$ cat config.mk
export PLATFORM = sky130hd
export DESIGN_NAME = sprite_compositor
export DESIGN_NICKNAME = d
export VERILOG_FILES = /design/src/rtl/sprite_compositor.sv
export SDC_FILE = /design/constraint.sdc
export NUM_CORES = 1
export LEC_CHECK = 0
export BUFFER_PORTS_ARGS = -buffer_cell sky130_fd_sc_hd__buf_4
export CORE_MARGIN = 5
export CORE_UTILIZATION = 28
export CTS_CLUSTER_DIAMETER = 100
export DETAILED_ROUTE_END_ITERATION = 7
export PLACE_DENSITY = 0.52
export SLEW_MARGIN = 20
export SYNTH_ARGS = -nofsm -noshare
export SYNTH_HDL_FRONTEND = slang
export SYNTH_SLANG_ARGS = --single-unit
export TNS_END_PERCENT = 100
$ cat constraint.sdc
create_clock -name clk -period 4.82 [get_ports clk]
set_input_delay 0.964 -clock clk [delete_from_list [all_inputs] [get_ports clk]]
set_output_delay 0.964 -clock clk [all_outputs]
set_load 0.03 [all_outputs]
$ cat src/rtl/sprite_compositor.sv
// ---------------------------------------------------------------------------
// sprite_compositor
//   Composites N_SPRITES square sprites over the maze bitmap for the VGA scan.
//   Sprite positions, enables and colours are latched once per frame on
//   frame_start, so a sprite never tears mid-scan. Priority is resolved in a
//   registered 2-stage pipeline: rgb follows x/y by exactly two clocks.
//   Sprite 0 (pacman) has the highest priority.
//
//   Optional feature macro: COLLISION_EN
//     defined   : per-frame pacman-vs-sprite overlap flags are accumulated
//                 and reported on every frame_start.
//     undefined : collision and collision_valid are tied to 0.
//
// Ports
//   clk             system clock
//   reset           asynchronous, active-high reset
//   x, y            current scan position (screen coordinates)
//   frame_start     one-cycle pulse at start of frame
//   sprite_x/y      packed sprite centres, map coordinates
//   sprite_en       per-sprite visible enable
//   sprite_color    packed sprite colours
//   map_x, map_y    map coordinates of the scan position, to the map ROM
//   map_pixel       map ROM result for map_x/map_y, same cycle
//   rgb             composited colour
//   collision       per-frame overlap flags (bit 0 always 0)
//   collision_valid one-cycle pulse when collision updates
// ---------------------------------------------------------------------------
module sprite_compositor #(
  parameter int N_SPRITES = 4,
  parameter int SPRITE_W  = 24,
  parameter int POS_W     = 9,
  parameter int MAP_LU_X  = 150,
  parameter int MAP_LU_Y  = 50,
  parameter int MAP_W     = 347,
  parameter int MAP_H     = 405,
  parameter int COLOR_W   = 8,
  parameter logic [COLOR_W-1:0] COLOR_WALL = 8'b11010000
) (
  input  logic                           clk,
  input  logic                           reset,
  input  logic [10:0]                    x,
  input  logic [10:0]                    y,
  input  logic                           frame_start,
  input  logic [N_SPRITES*POS_W-1:0]     sprite_x,
  input  logic [N_SPRITES*POS_W-1:0]     sprite_y,
  input  logic [N_SPRITES-1:0]           sprite_en,
  input  logic [N_SPRITES*COLOR_W-1:0]   sprite_color,
  output logic [POS_W-1:0]               map_x,
  output logic [POS_W-1:0]               map_y,
  input  logic [1:0]                     map_pixel,
  output logic [COLOR_W-1:0]             rgb,
  output logic [N_SPRITES-1:0]           collision,
  output logic                           collision_valid
);

  localparam int SW = POS_W + 2;  // signed width for clipping-safe compares

  localparam logic [10:0] X_LO  = 11'(MAP_LU_X);
  localparam logic [10:0] X_HI  = 11'(MAP_LU_X + MAP_W);
  localparam logic [10:0] Y_LO  = 11'(MAP_LU_Y);
  localparam logic [10:0] Y_HI  = 11'(MAP_LU_Y + MAP_H);
  localparam logic [10:0] SCR_W = 11'd640;
  localparam logic [10:0] SCR_H = 11'd480;
  localparam logic signed [SW-1:0] HALF = SW'(SPRITE_W / 2);

  // Map coordinates are a plain offset of the scan position.
  assign map_x = POS_W'(x - X_LO);
  assign map_y = POS_W'(y - Y_LO);

  // ---------------- frame shadows ----------------
  logic [N_SPRITES*POS_W-1:0]   sh_x, sh_y;
  logic [N_SPRITES-1:0]         sh_en;
  logic [N_SPRITES*COLOR_W-1:0] sh_col;

  // NOTE: the shadows are reset (not left uninitialised) so that, before the
  // first frame_start, no sprite can render from power-up garbage.
  always_ff @(posedge clk or posedge reset) begin
    if (reset) begin
      sh_x   <= '0;
      sh_y   <= '0;
      sh_en  <= '0;
      sh_col <= '0;
    end else if (frame_start) begin
      // NOTE: non-blocking assignments: every register samples pre-edge values.
      sh_x   <= sprite_x;
      sh_y   <= sprite_y;
      sh_en  <= sprite_en;
      sh_col <= sprite_color;
    end
  end

  // ---------------- stage 1: hit detection ----------------
  logic                 in_map;
  logic [N_SPRITES-1:0] hit;
  logic signed [SW-1:0] mx, my, sx, sy;

  always_comb begin
    // NOTE: every variable gets a default first so no latch is inferred.
    in_map = (x >= X_LO) && (x < X_HI) && (y >= Y_LO) && (y < Y_HI) &&
             (x < SCR_W) && (y < SCR_H);
    mx  = $signed({2'b00, map_x});
    my  = $signed({2'b00, map_y});
    sx  = '0;
    sy  = '0;
    hit = '0;
    for (int i = 0; i < N_SPRITES; i++) begin
      sx = $signed({2'b00, sh_x[i*POS_W +: POS_W]});
      sy = $signed({2'b00, sh_y[i*POS_W +: POS_W]});
      // Signed window: a sprite centred near 0 yields a negative lower edge
      // instead of wrapping to the far side of the map.
      hit[i] = sh_en[i] && in_map &&
               (mx >= sx - HALF) && (mx < sx + HALF) &&
               (my >= sy - HALF) && (my < sy + HALF);
    end
  end

  logic [N_SPRITES-1:0] hit_q;
  logic                 in_map_q;
  logic [1:0]           pix_q;

  always_ff @(posedge clk or posedge reset) begin
    if (reset) begin
      hit_q    <= '0;
      in_map_q <= 1'b0;
      pix_q    <= 2'b00;
    end else begin
      hit_q    <= hit;
      in_map_q <= in_map;
      pix_q    <= map_pixel;
    end
  end

  // ---------------- stage 2: priority select ----------------
  logic [COLOR_W-1:0] rgb_d;

  always_comb begin
    rgb_d = '0;
    if (in_map_q) begin
      if (|hit_q) begin
        // Descending scan so the lowest set index wins.
        for (int i = N_SPRITES - 1; i >= 0; i--)
          if (hit_q[i]) rgb_d = sh_col[i*COLOR_W +: COLOR_W];
      end else if (pix_q == 2'b00) begin
        rgb_d = COLOR_WALL;
      end
    end
  end

  always_ff @(posedge clk or posedge reset) begin
    if (reset) rgb <= '0;
    else       rgb <= rgb_d;
  end

  // ---------------- collision accumulation ----------------
`ifdef COLLISION_EN
  logic [N_SPRITES-1:0] sticky, sticky_nxt;

  // Bit 0 is never set: pacman does not collide with itself.
  always_comb begin
    sticky_nxt = sticky;
    for (int k = 1; k < N_SPRITES; k++)
      if (hit_q[0] && hit_q[k]) sticky_nxt[k] = 1'b1;
  end

  // The report includes a hit registered on the frame_start cycle itself.
  always_ff @(posedge clk or posedge reset) begin
    if (reset) begin
      sticky          <= '0;
      collision       <= '0;
      collision_valid <= 1'b0;
    end else if (frame_start) begin
      collision       <= sticky_nxt;
      collision_valid <= 1'b1;
      sticky          <= '0;
    end else begin
      collision_valid <= 1'b0;
      sticky          <= sticky_nxt;
    end
  end
`else
  assign collision       = '0;
  assign collision_valid = 1'b0;
`endif

endmodule

[Yosys cells after proc, flatten, opt, wreduce, memory -nomap -nowiden]
Cells that the tools add are included.
W data, S select, Z words.
Word-level totals
  flip-flop bits (word level): 123
  input port bits: 135
  output and inout port bits: 31
  word-level logic and storage cells: 82
Cells by class
  add/subtract/negate cells: 18
  $lt $le $gt $ge: 22
  mux-type cells: 7
  reduce and logical (&&, ||, !) cells: 27
Operator list (number)
  $add A9 B4 Y10 const B: 8
  $ge A10 B10 Y1: 8
  $lt A9 B10 Y1: 8
  $sub A9 B4 Y10 const B: 8
  $mux W8: 7
  $lt A11 B9 Y1 const B: 3
  $logic_and A1 B1 Y1: 25
  $ge A11 B6 Y1 const B: 1
  $ge A11 B8 Y1 const B: 1
  $lt A11 B10 Y1 const B: 1
  $sub A9 B6 Y9 const B: 1
  $sub A9 B8 Y9 const B: 1
  $reduce_or A4 Y1: 1
  $logic_not A2 Y1: 1

[Logic depth before layout (Yosys ltp)]
  depth in word-level cells: 11
  mapped depth: 12
  gate-level depth less buffers: 12

[Worst setup path before layout]
OpenSTA, ideal clock, no wires.
  path type: input port to flip-flop
  from: in y[1]
  to: reg hit_q[1]
  data required time: 4.732 ns
  slack: 0.814 ns
  setup time: 0.088 ns
  data arrival time: 3.918 ns
  stages on the path: 12
  cell sequence: inv_1 -> ha_1 -> nand2b_1 -> a31oi_1 -> xor2_1 -> ha_1 -> o21a_1 -> o21a_1 -> o22ai_1 -> a31oi_1 -> a2111oi_0 -> nor3b_1
RTL lines
  start, declared: RTL line 42  | input logic [10:0] y,
  $sub A9 B6 Y9 *: RTL line 68  | assign map_y = POS_W'(y - Y_LO);
  named net map_y[7]: RTL line 49  | output logic [POS_W-1:0] map_y,
  $ge A10 B10 Y1: RTL line 113  | (my >= sy - HALF) && (my < sy + HALF);
  $logic_and A1 B1 Y1: RTL line 112  | (mx >= sx - HALF) && (mx < sx + HALF) &&
  $logic_and A1 B1 Y1 *: RTL line 113
  named net hit[1]: RTL line 94  | logic [N_SPRITES-1:0] hit;
  end signal, assigned: RTL line 127  | hit_q <= hit;
  end, declared: RTL line 117  | logic [N_SPRITES-1:0] hit_q;
The timed path passes the listed nets; every way through them passes the cells marked *.
A chain may end at the register's enable or synchronous reset.

[Worst setup path after layout]
  from: in y[1]
  to: reg hit_q[1]
On the way
  word-level cells in the longest chain between the ends: 10
RTL lines (RTL line)
  branches (longest 9 deep; another with $ge A10 B10 Y1)
  $logic_and A1 B1 Y1 *: 113
  named net hit[1]: 94
Mark *: on every way through the listed nets, which the timed path passes.

==> results.md <==
Synthesis
- 62 — Distinct cells, synth
- 9.687 µm² — average instance area after synthesis
- 0 — Syn. warnings
- 0.009358 mm² — combined area of all synthesized cells
- 966 — synthesized instance count
- 0 — count of flip-flops with a built-in enable after synthesis
- 0.3289 — part of the Yosys area used for sequential elements
- dfrtp_1 — primary flip-flop cell chosen by synthesis mapping
- 1.000 — FFs w/ async S/R, synth
- 123 — number of synthesized register bits

Hold path
- sh_en[0] — critical hold path startpoint
- 1 — cell count of the worst hold path
- sh_en[0] — endpoint with the worst hold slack
- register to register — Tightest Hold Check Type

Layout
- 0 — number of diodes added for antenna fixing
- 0.01163 mm² — area of all placed cells without fillers
- 0.3494 — final core occ
- 1,374 — # nets final
- 3,413 — layout filler cell count
- 0.2627 — layout cell share with drive strength beyond 1
- buf_4 — commonest non-fill, non-tap cell in the layout
- buf_4, ha_1, dfrtp_1 — commonest cells after routing, fill and taps aside
- 24.28% — area growth from synthesis to layout
- 1,571 — final std cells w/o fill

Place
- 1,539 — Placed Cells
- 0.8365 — final weighted congestion in routability-driven placement
- 0.01103 mm² — Post-DP Area
- 160 — buffers added on ports
- 20.86 mm — post-detail-place hpwl

Critical path
- 0.67 ns — max incr delay on CP
- 1.88 ns — register-to-register path setup slack
- hit_q[1] — reg-to-reg endpoint
- a2111oi_0 — slowest stage cell, crit path
- input pin — Worst setup SP type
- 4.15 ns — WP data arrival
- 5.17 ns — critical path data required time
- sh_y[11] — worst reg2reg startpoint
- 11 — depth of the worst register-to-register path
- compound AO/OA/AOI/OAI gates — cell family contributing the most delay on the critical path
- 4 — worst-path fanout max
- buf_4 -> ha_1 -> a2111oi_0 -> o21ai_0 -> a211oi_1 -> o311ai_0 -> a2111oi_0 -> nor3b_1 — CP cell instances
- register — Critical Path End Type
- a2111oi_0 — Most Frequent Cell on Critical Path
- 1 — count of buffer and inverter cells on the critical path
- input pin to register — worst setup path class

Timing
- 262.8 MHz — FMAX
- no — RSZ-0062 raised after global routing
- 3.805 ns — final worst path period need
- 0 — number of setup violations in the final report
- 0.9860 ns — transition time at the pin with the least slew margin
- 0 — max-slew violation count
- 0 — Hold Vio Cnt, Final
- 0.009671 ns — Final Skew
- 0.7895 — final period utilization
- 0 ns — setup TNS
- 0.3427 — Slew HR

Drt
- 5 — total iterations of the first detailed-routing run
- 17.25 µm — detail-routed net length per standard cell
- 7,481 — vias after detailed routing
- 4.762 — number of vias per cell after detailed routing
- 0 — drt drc
- 0 — remaining number of nets flagged by the antenna check after routing
- 323 — Starting DRT DRC Count
- 27.11 mm — aggregate routed wire length

Pwr
- 0.302 — Combinational Power Share
- 2.473 mW — internal power
- 0.3324 — switching share of power
- 0.361 — Clock Power Share
- 247.9 µV — maximum vdd ir drop
- 318.4 mW/mm² — Pwr per Cell Area
- 1.231 mW — power dissipated by switching net loads
- 5.238 nW — leakage
- 0.337 — portion of total power attributed to sequential cells

Clock network
- 0 — number of buffers added to fix hold violations after cts
- 0.06 ns — Clk pin slew, worst setup/hold paths
- yes — CTS tree
- 4 — CTS HTree Levels
- 123 — number of sinks handled by clock tree synthesis
- 0.43 ns — insertion delay of the later-clocked pin in the worst-skew pair
- 17 — number of buffers inserted during clock tree synthesis
- 0 — post_cts resized
- 0 — number of post-CTS setup repair buffers
- clkbuf_16 — Clk Tree Root Cell
- 2 — maximum count of clock buffers along a single path

Floorplan
- 192.8 µm — Die Y
- 67 — std cell rows
- 192.8 µm — floorplan die width
- 0.03718 mm² — die footprint
- 0.2812 — Initial Util
- 166 — IO Pins
- 0.03328 mm² — placeable core region

Global routing
- 0 — remaining global-route overflow
- 0 — antenna violations before repair
- 7,668 — number of global-route vias before repair
- 0.1480 — all-layer global routing usage
- 86 — maximum number of pins on one net before global-route repair
- 42.37 mm — wire length of the first global-routing pass

Run
- 0 — number of max-cap violations

Status
- finished clean — status

[worst max path at each step]
| stage | from | end | slack, ns | cells after the start |
|---|---|---|---|---|
| finish | y[1] | hit_q[1] | 1.01 | 8 |
| global route | y[1] | hit_q[1] | 0.92 | 8 |
| CTS | y[1] | hit_q[1] | 1.09 | 8 |
| detailed placement | y[1] | hit_q[1] | 0.63 | 8 |
| global placement | y[1] | hit_q[1] | 0.78 | 8 |
| floorplan | reset | hit_q[0] | 0.59 | 1 |
[cell usage after synthesis (all sizes together) (8+ instances only)]
cell type	count	area (µm²)
xor2	41	359.1
nand2	62	232.7
nand2b	9	56.30
nand3	15	75.07
o21a	13	97.59
buf	14	91.34
a21oi	41	205.2
xnor2	47	411.6
o211ai	9	67.56
a2111oi	12	130.1
mux2	80	900.9
inv	57	214.0
nor3	21	105.1
a31oi	10	62.56
o21ai	67	339.1
dfrtp	123	3078
a221oi	8	70.07
nor2b	18	112.6
a211oi	10	80.07
a21o	13	97.59
nor2	48	180.2
o2111ai	8	70.07
ha	129	1614
clkbuf	40	150.1
[layer usage]
metal  vias up  track usage  share of wire
met2       129       0.2374           0.46
met4         0      0.04114          0.017
li1       3760            -              -
met1      3567       0.2010           0.48
met5         -            0              0
met3        25      0.03220          0.038
[worst reg2reg max path, stage by stage (launching register included)]
cell	delay [ns]
dfrtp_1	0.51
inv_1	0.10
ha_1	0.26
nor2_1	0.14
xnor2_1	0.15
ha_1	0.26
o21a_1	0.17
o21a_1	0.17
o22ai_1	0.15
a31oi_1	0.06
a2111oi_0	0.64
nor3b_1	0.26
[through the flow]
| step | hold slack, ns | total power, mW | setup slack (ns) |
|---|---|---|---|
| global route | 0.5226 | 3.964 | 0.9197 |
| CTS | 0.5110 | 3.768 | 1.091 |
| finish | 0.5065 | 3.703 | 1.015 |
| floorplan | 0.4741 | 2.014 | 0.5851 |
| global placement | 0.4920 | 2.378 | 0.7766 |
| detailed placement | 0.4964 | 2.388 | 0.6294 |
[final cells by class]
type,instances,area [µm²],share of cell area
Tap cell,448,560.5,0.04820
Clock inverter,14,167.7,0.01442
Timing Repair Buffer,175,1339,0.1151
Inverter,57,216.5,0.01861
Multi-Input combinational cell,736,5839,0.5021
Sequential cell,123,3078,0.2647
Clock buffer,18,429.2,0.03690
[flip-flops by register name, summed over array words and instances (netlist names)]
signal / count
hit_q: 4
in_map_q: 1
sh_col: 32
sh_y: 36
pix_q: 2
sh_en: 4
rgb: 8
sh_x: 36
[power by group through the flow]
stage / logic (mW) / registers, mW / clock network (mW)
6_report: 1.12 / 1.25 / 1.34
4_1_cts: 1.13 / 1.25 / 1.39
2_1_floorplan: 0.825 / 1.19 / 0
3_5_place_dp: 1.12 / 1.27 / 0
3_3_place_gp: 1.11 / 1.26 / 0
5_1_grt: 1.27 / 1.27 / 1.43
[kinds of logic (layout without fill, tap and decap cells)]
| logic type | after synthesis | in the layout | synth area share |
|---|---|---|---|
| flops | 123 | 123 | 0.3289 |
| other cells | 1 | 5 | 0.0004007 |
| fa+ha+maj | 132 | 132 | 0.1757 |
| buf+inv | 111 | 264 | 0.04867 |
| simple gates | 204 | 204 | 0.1054 |
| mux | 83 | 83 | 0.09948 |
| xor+xnor | 88 | 88 | 0.08236 |
| compound gates | 224 | 224 | 0.1591 |
(Power assumes the default switching activity.)
